`src/rtl/iir_out_fifo.sv`:
```
// iir_out_fifo: first-word-fall-through output buffer for the iir_filter y
// stream. Each entry carries the signed sample plus a frame-last tag, which is
// set on every FRAME_LEN-th accepted sample. Samples arriving while full with
// no pop are dropped and latch the sticky overflow flag.
module iir_out_fifo #(
  parameter int DATA_WIDTH = 16,
  parameter int DEPTH      = 8,
  parameter int FRAME_LEN  = 8,
  localparam int AW        = $clog2(DEPTH),
  localparam int CW        = AW + 1
) (
  input  logic                  clk,
  input  logic                  rst,
  input  logic                  in_valid,
  input  logic [DATA_WIDTH-1:0] in_data,
  output logic                  out_valid,
  input  logic                  out_ready,
  output logic [DATA_WIDTH-1:0] out_data,
  output logic                  out_last,
  output logic                  full,
  output logic                  empty,
  output logic                  overflow,
  output logic [CW-1:0]         count
);

  // A frame of one sample still needs a 1-bit counter, which then stays at 0.
  localparam int FW = (FRAME_LEN > 1) ? $clog2(FRAME_LEN) : 1;

  typedef struct packed {
    logic                  last;
    logic [DATA_WIDTH-1:0] data;
  } entry_t;

  entry_t          mem [DEPTH];
  logic [AW-1:0]   wptr, rptr;
  logic [CW-1:0]   cnt;
  logic [FW-1:0]   fcnt;
  logic            ovf;

  logic            push, pop, drop, fcnt_wrap;
  entry_t          head, wr_ent;

  // Status is derived from the registered occupancy only.
  assign empty     = (cnt == '0);
  assign full      = (cnt == CW'(DEPTH));
  assign out_valid = !empty;
  assign count     = cnt;
  assign overflow  = ovf;

  // Handshake qualification: a pop frees the slot the push needs when full.
  assign pop       = out_valid && out_ready;
  assign push      = in_valid && (!full || pop);
  assign drop      = in_valid && full && !pop;
  assign fcnt_wrap = (fcnt == FW'(FRAME_LEN - 1));

  assign wr_ent.last = fcnt_wrap;
  assign wr_ent.data = in_data;

  // Head presentation; zeros while empty so stale memory never leaks out.
  always_comb begin
    head = '0;
    if (!empty) head = mem[rptr];
  end

  assign out_data = head.data;
  assign out_last = head.last;

  // Storage write; memory is not reset, stale entries are masked by cnt.
  always_ff @(posedge clk) begin
    if (push) mem[wptr] <= wr_ent;
  end

  // Pointer, occupancy, frame counter and sticky overflow state.
  always_ff @(posedge clk) begin
    if (!rst) begin
      wptr <= '0;
      rptr <= '0;
      cnt  <= '0;
      fcnt <= '0;
      ovf  <= 1'b0;
    end else begin
      if (push) begin
        wptr <= wptr + AW'(1);
        fcnt <= fcnt_wrap ? '0 : fcnt + FW'(1);
      end
      if (pop) rptr <= rptr + AW'(1);
      case ({push, pop})
        2'b10:   cnt <= cnt + CW'(1);
        2'b01:   cnt <= cnt - CW'(1);
        default: cnt <= cnt;
      endcase
      if (drop) ovf <= 1'b1;
    end
  end

endmodule

```
`config.mk`:
```
export PLATFORM = sky130hd
export DESIGN_NAME = iir_out_fifo
export DESIGN_NICKNAME = d
export VERILOG_FILES = /design/src/rtl/iir_out_fifo.sv
export SDC_FILE = /design/constraint.sdc
export NUM_CORES = 1
export LEC_CHECK = 0
export ABC_AREA = 1
export CORE_UTILIZATION = 52
export CTS_CLUSTER_DIAMETER = 50
export DETAILED_ROUTE_END_ITERATION = 16
export PLACE_DENSITY_LB_ADDON = 0.1
export SYNTH_ARGS = -nofsm -noshare
export SYNTH_HDL_FRONTEND = slang
export SYNTH_SLANG_ARGS = --single-unit
```
`constraint.sdc`:
```
create_clock -name clk -period 2.1 [get_ports clk]
set_clock_uncertainty 0.05 [all_clocks]
set_input_delay 0.42 -clock clk [delete_from_list [all_inputs] [get_ports clk]]
set_output_delay 0.42 -clock clk [all_outputs]
set_load 0.01 [all_outputs]
```
Word level (Yosys, flattened, before mapping)
Memories as Yosys holds them, arrays and structs flattened. A register that Yosys moved wholly into a read port is not among the register bits.
Cells that the tools add are included.
{"block": "op_classes", "addsub": 5, "n_mul": 0, "div_mod_pow": 0, "magnitude_cmp": 0, "eq_ne": 4, "shifts": 0, "muxes": 7, "bitwise": 0, "n_reduce_logical": 10}
{"op": "17-bit two-way mux", "count": 1}
{"op": "3-bit by 1-bit adder with 3-bit output (second input constant)", "count": 3}
{"op": "3-bit two-way mux", "count": 3}
{"op": "4-bit one-hot mux with 2 select lines", "count": 1}
{"op": "4-bit by 1-bit adder with 4-bit output (second input constant)", "count": 1}
{"op": "4-bit == test (second input constant)", "count": 1}
{"op": "1-bit logical AND", "count": 4}
{"op": "4-bit zero test", "count": 1}
{"op": "4-bit by 1-bit subtractor with 4-bit output (second input constant)", "count": 1}
{"op": "3-bit == test (second input constant)", "count": 1}
{"op": "1-bit zero test", "count": 3}
{"op": "2-bit by 1-bit == test with 1-bit output (second input constant)", "count": 1}
{"op": "2-bit == test (second input constant)", "count": 1}
{"op": "1-bit two-way mux", "count": 2}
{"op": "2-bit nonzero test", "count": 1}
{"op": "1-bit logical OR", "count": 1}
{"block": "totals", "regBits": 14, "latchBits": 0, "mem_bits_rw": 136, "mem_bits_ro": 0, "out_inout_bits": 25, "elab_cells": 32, "n_memories": 1}
{"memory": "mem", "words": 8, "width": 17, "read_ports": 1, "rd_clocked_by_memory_dff": 1, "wr": 1, "line": "34", "text": "entry_t mem [DEPTH];"}

Logic depth before layout (Yosys ltp)
{"block": "logic_depth", "depth_word": 7, "depth_mapped": 13, "ltp_nobuf": 13}

Worst setup path before layout
OpenSTA, ideal clock, no wires.
{"block": "synth_timing", "kind": "register to register", "from": "register cnt[0], in the netlist count[0]", "to": "memory mem[0][0] in the netlist's numbering (enable)", "setup_time_ps": 390, "arrival_ps": 1888, "required_time_ps": 1660, "path_slack_ps": -229, "path_stages_with_launch": 9, "path_cell_list": "dfxtp_1 > nor2_2 > nand2_4 > nand2_2 > nand2_2 > nand2_4 > inv_4 > nand2_1 > nor2_1"}
{"block": "synth_via", "elab_chain_cells": 7, "elab_cells_between_ends": 9, "cone_classes": "eq/ne: 1; mux: 2; reduce/logical: 6"}
{"element": "start, declared", "line": "36", "text": "logic [CW-1:0] cnt;"}
{"element": "start signal, assigned", "line": "88", "text": "2'b10: cnt <= cnt + CW'(1);"}
{"element": "start signal, assigned", "line": "89", "text": "2'b01: cnt <= cnt - CW'(1);"}
{"element": "start signal, assigned", "line": "90", "text": "default: cnt <= cnt;"}
{"element": "4-bit zero test", "line": "44", "text": "assign empty = (cnt == '0);"}
{"element": "1-bit zero test"}
{"element": "1-bit logical AND", "line": "51", "text": "assign pop = out_valid && out_ready;"}
{"element": "1-bit logical OR (*)", "line": "52", "text": "assign push = in_valid && (!full || pop);"}
{"element": "1-bit logical AND (*)", "line": "52"}
{"element": "1-bit two-way mux (*)", "line": "70", "text": "if (push) mem[wptr] <= wr_ent;"}
{"element": "1-bit two-way mux (implied by the code) (*)", "line": "70"}
{"element": "end, declared", "line": "34"}
Every way passes the cells marked *; elsewhere a longest branch is shown, timed or not.

==> flow_summary.toml <==
[global_route]
globalRouteOverflowTotal = 0
first_global_vias = 4332
track_usage = 0.250
grt_pass1_wl_um = 23000
antenna_found_initial = 0
grt_max_degree = 23

[power]
p_int_mw = 6.79
cellPowerDensity_nw_per_um2 = 1180
switching_share = 0.299
ir_worst_vdd_v = 0.000839
p_clk_frac = 0.330
p_seq_frac = 0.368
p_switching_mw = 2.90
power_leakage_nw = 3.05
power_frac_comb = 0.302
total_power_mw = 9.69

[critical_path]
critical_path.cell_chain = "buf_12 > buf_6 > buf_6 > nor2_1 > nor2_1 > o21ai_0 > a31oi_1 > buf_2"
r2r_end = "mem[4][0]$_DFFE_PP_"
r2r_slack_ns = 0.15
critical_path_required_ns = 1.63
crit_fanout = 7
rr_startpoint = "count[1]$_SDFFE_PN0P_"
cp-end-kind = "output port"
ff2ff_path_depth = 10
cp.arrival_ns = 1.80
critPathLaunchType = "flop"
slowest_delay_ns = 0.47
critPathKind = "flop to output port"
slowest_stage = "dfxtp_4"

[floorplanning]
start_util = 0.535
dieWidth_um = 111
core_sq_um = 11500
die-area_sq_um = 12200
die_y_um = 111
pin_count = 45
num_rows = 39

[clocking]
clk_pin_slew_ns = 0.06
max-clock-path-buffers = 2
insertion_delay_ns = 0.43
cts_tree = "yes"
numCtsBuffers = 17
root_buffer = "clkbuf_16"
cts.sinks = 153
cts_max_level = 4

[sta]
setup_violations = 17
hold_viol_final = 0
max_freq_ghz = 0.440
max-slew-margin-rel = 0.763
post-route-worst-setup-slack_ns = -0.171
drv_slew = 0
period_needed_ns = 2.27
rsz0062_at_grt = "yes"
final.period_utilization = 1.08
worst_slew_pin_slew_ns = 0.355

[run]
max_cap_viol_count = 0

[route]
ant_nets = 0
drc = 0
drt-pass1-iter-count = 4
vias_per_cell = 5.58
routed_wl_um = 14700
via_count = 4360
drtIter0Drc = 287
wl_per_cell_um = 18.8

[placed_design]
gp_congestion = 0.827
port_buffers = 44
dp_hpwl_um = 8400

[final_layout]
num-fill-cells = 753
final_common_cell = "edfxtp_1"
final_cell_mix = "edfxtp_1, nor2_1, buf_4"
area_growth_pct = 34.3
nets = 650
post-route-util = 0.718
diodes = 0
final_layout_size_suffix_gt1_frac = 0.288

[synthesis]
yosys.area.top_type = "edfxtp_1"
yosysTopAreaCellShare = 0.666
synthDistinctLibCells = 28
synthesis.area_sq_um = 6130
synth_nets = 534
ys_ff_latch = 153
syn_inst = 509
synth_warnings = 0
ys_seq_area_frac = 0.722
yosys-top-cells-area = "edfxtp_1, nor2_1, o21ai_0"
avgSynthCellArea_sq_um = 12.0

[worst_hold_path]
hold_path_depth = 2
hold_end = "rptr[2]$_SDFFE_PN0N_"
holdCritPathClass = "flop to flop"
hold_path_startpoint = "rptr[2]$_SDFFE_PN0N_"

[status]
failed_checks = "setup timing"
status = "complete, but fails checks"
per-layer routing:
metal / part of all wire / routed length (um) / vias up / track usage
li1: - / - / 2072 / -
met1: 0.44 / 6450 / 2144 / 0.329
met2: 0.50 / 7320 / 121 / 0.406
met3: 0.045 / 658 / 23 / 0.0516
met4: 0.017 / 248 / 0 / 0.108
met5: 0 / 0 / - / 0
layout make-up:
class	instances	area [sq um]	share of cell area
repair buffers	124	1230	0.149
multi-input cells	306	1680	0.204
inverters	23	93.8	0.0114
flip-flops and latches	153	4430	0.538
clock inverters	15	200	0.0243
clock buffers	17	425	0.0516
well taps	143	179	0.0217
Yosys cell counts (all sizes together):
| cell | number |
|---|---|
| nand3 | 5 |
| a31oi | 17 |
| clkbuf | 19 |
| nand4 | 2 |
| buf | 9 |
| o21ai | 94 |
| o21a | 1 |
| nor2 | 123 |
| xor2 | 2 |
| a21oi | 8 |
| o21bai | 1 |
| o22ai | 17 |
| edfxtp | 136 |
| nor4 | 1 |
| dfxtp | 17 |
| o211a | 1 |
| ha | 5 |
| inv | 23 |
| nand2 | 28 |
stage by stage:
stage          std cells  hold WS [ns]  cell area [sq um]  TNS, ns  worst slack, ns
2_1_floorplan        509         0.383               6140   -15.55           -0.229
3_3_place_gp         729         0.397               7190    -1.65          -0.0794
3_5_place_dp         729         0.402               7190    -3.70           -0.135
4_1_cts              771         0.417               7980    -1.67           -0.183
5_1_grt              781         0.451               8240    -3.42           -0.247
6_report             781         0.418               8240    -1.95           -0.171
power by group through the flow:
stage          clock, mW  sequential (mW)  combinational [mW]
6_report            3.20             3.56                2.93
5_1_grt             3.36             3.58                3.18
4_1_cts             3.23             3.55                2.66
3_5_place_dp           0             3.59                2.50
3_3_place_gp           0             3.58                2.46
2_1_floorplan          0             3.60                1.28
flip-flops by register name (all words and copies together) (netlist names), named ones only:
register,count
mem,136
wptr,3
overflow,1
rptr,3
fcnt,3
count,4
critical path, delay by kind of cell (launching register included):
kind	cells	cell delay [ns]
buf+inv	4	0.52
flops	1	0.47
compound gates	2	0.25
simple gates	2	0.13
worst max path at each step:
| stage | to | slack [ns] | depth (start not counted) |
|---|---|---|---|
| floorplan | mem[0][0]$_DFFE_PP_ | -0.23 | 8 |
| global placement | out_data[13] | -0.08 | 7 |
| detailed placement | out_data[13] | -0.14 | 7 |
| CTS | out_data[13] | -0.18 | 7 |
| global route | out_data[13] | -0.25 | 7 |
| finish | out_data[2] | -0.17 | 8 |
cells by family after synthesis:
group / Yosys count / share of synthesized area
DFF: 153 / 0.722
adders and majority gates: 5 / 0.0102
AOI/OAI and AO/OA: 139 / 0.123
xor gates and xnor gates: 2 / 0.00286
and+or+nand+nor: 159 / 0.109
buffers and inverters: 51 / 0.0333
timing repair:
action / 4_1_cts / 5_1_grt
endpoints found under the setup margin: 20 / 127
setup buffers: 8 / 10
pin swaps: 4 / 40
gates resized for setup: 105 / 82
hold buffers: 0 / 0
cloned: 2 / 3
(Power assumes the default switching activity.)
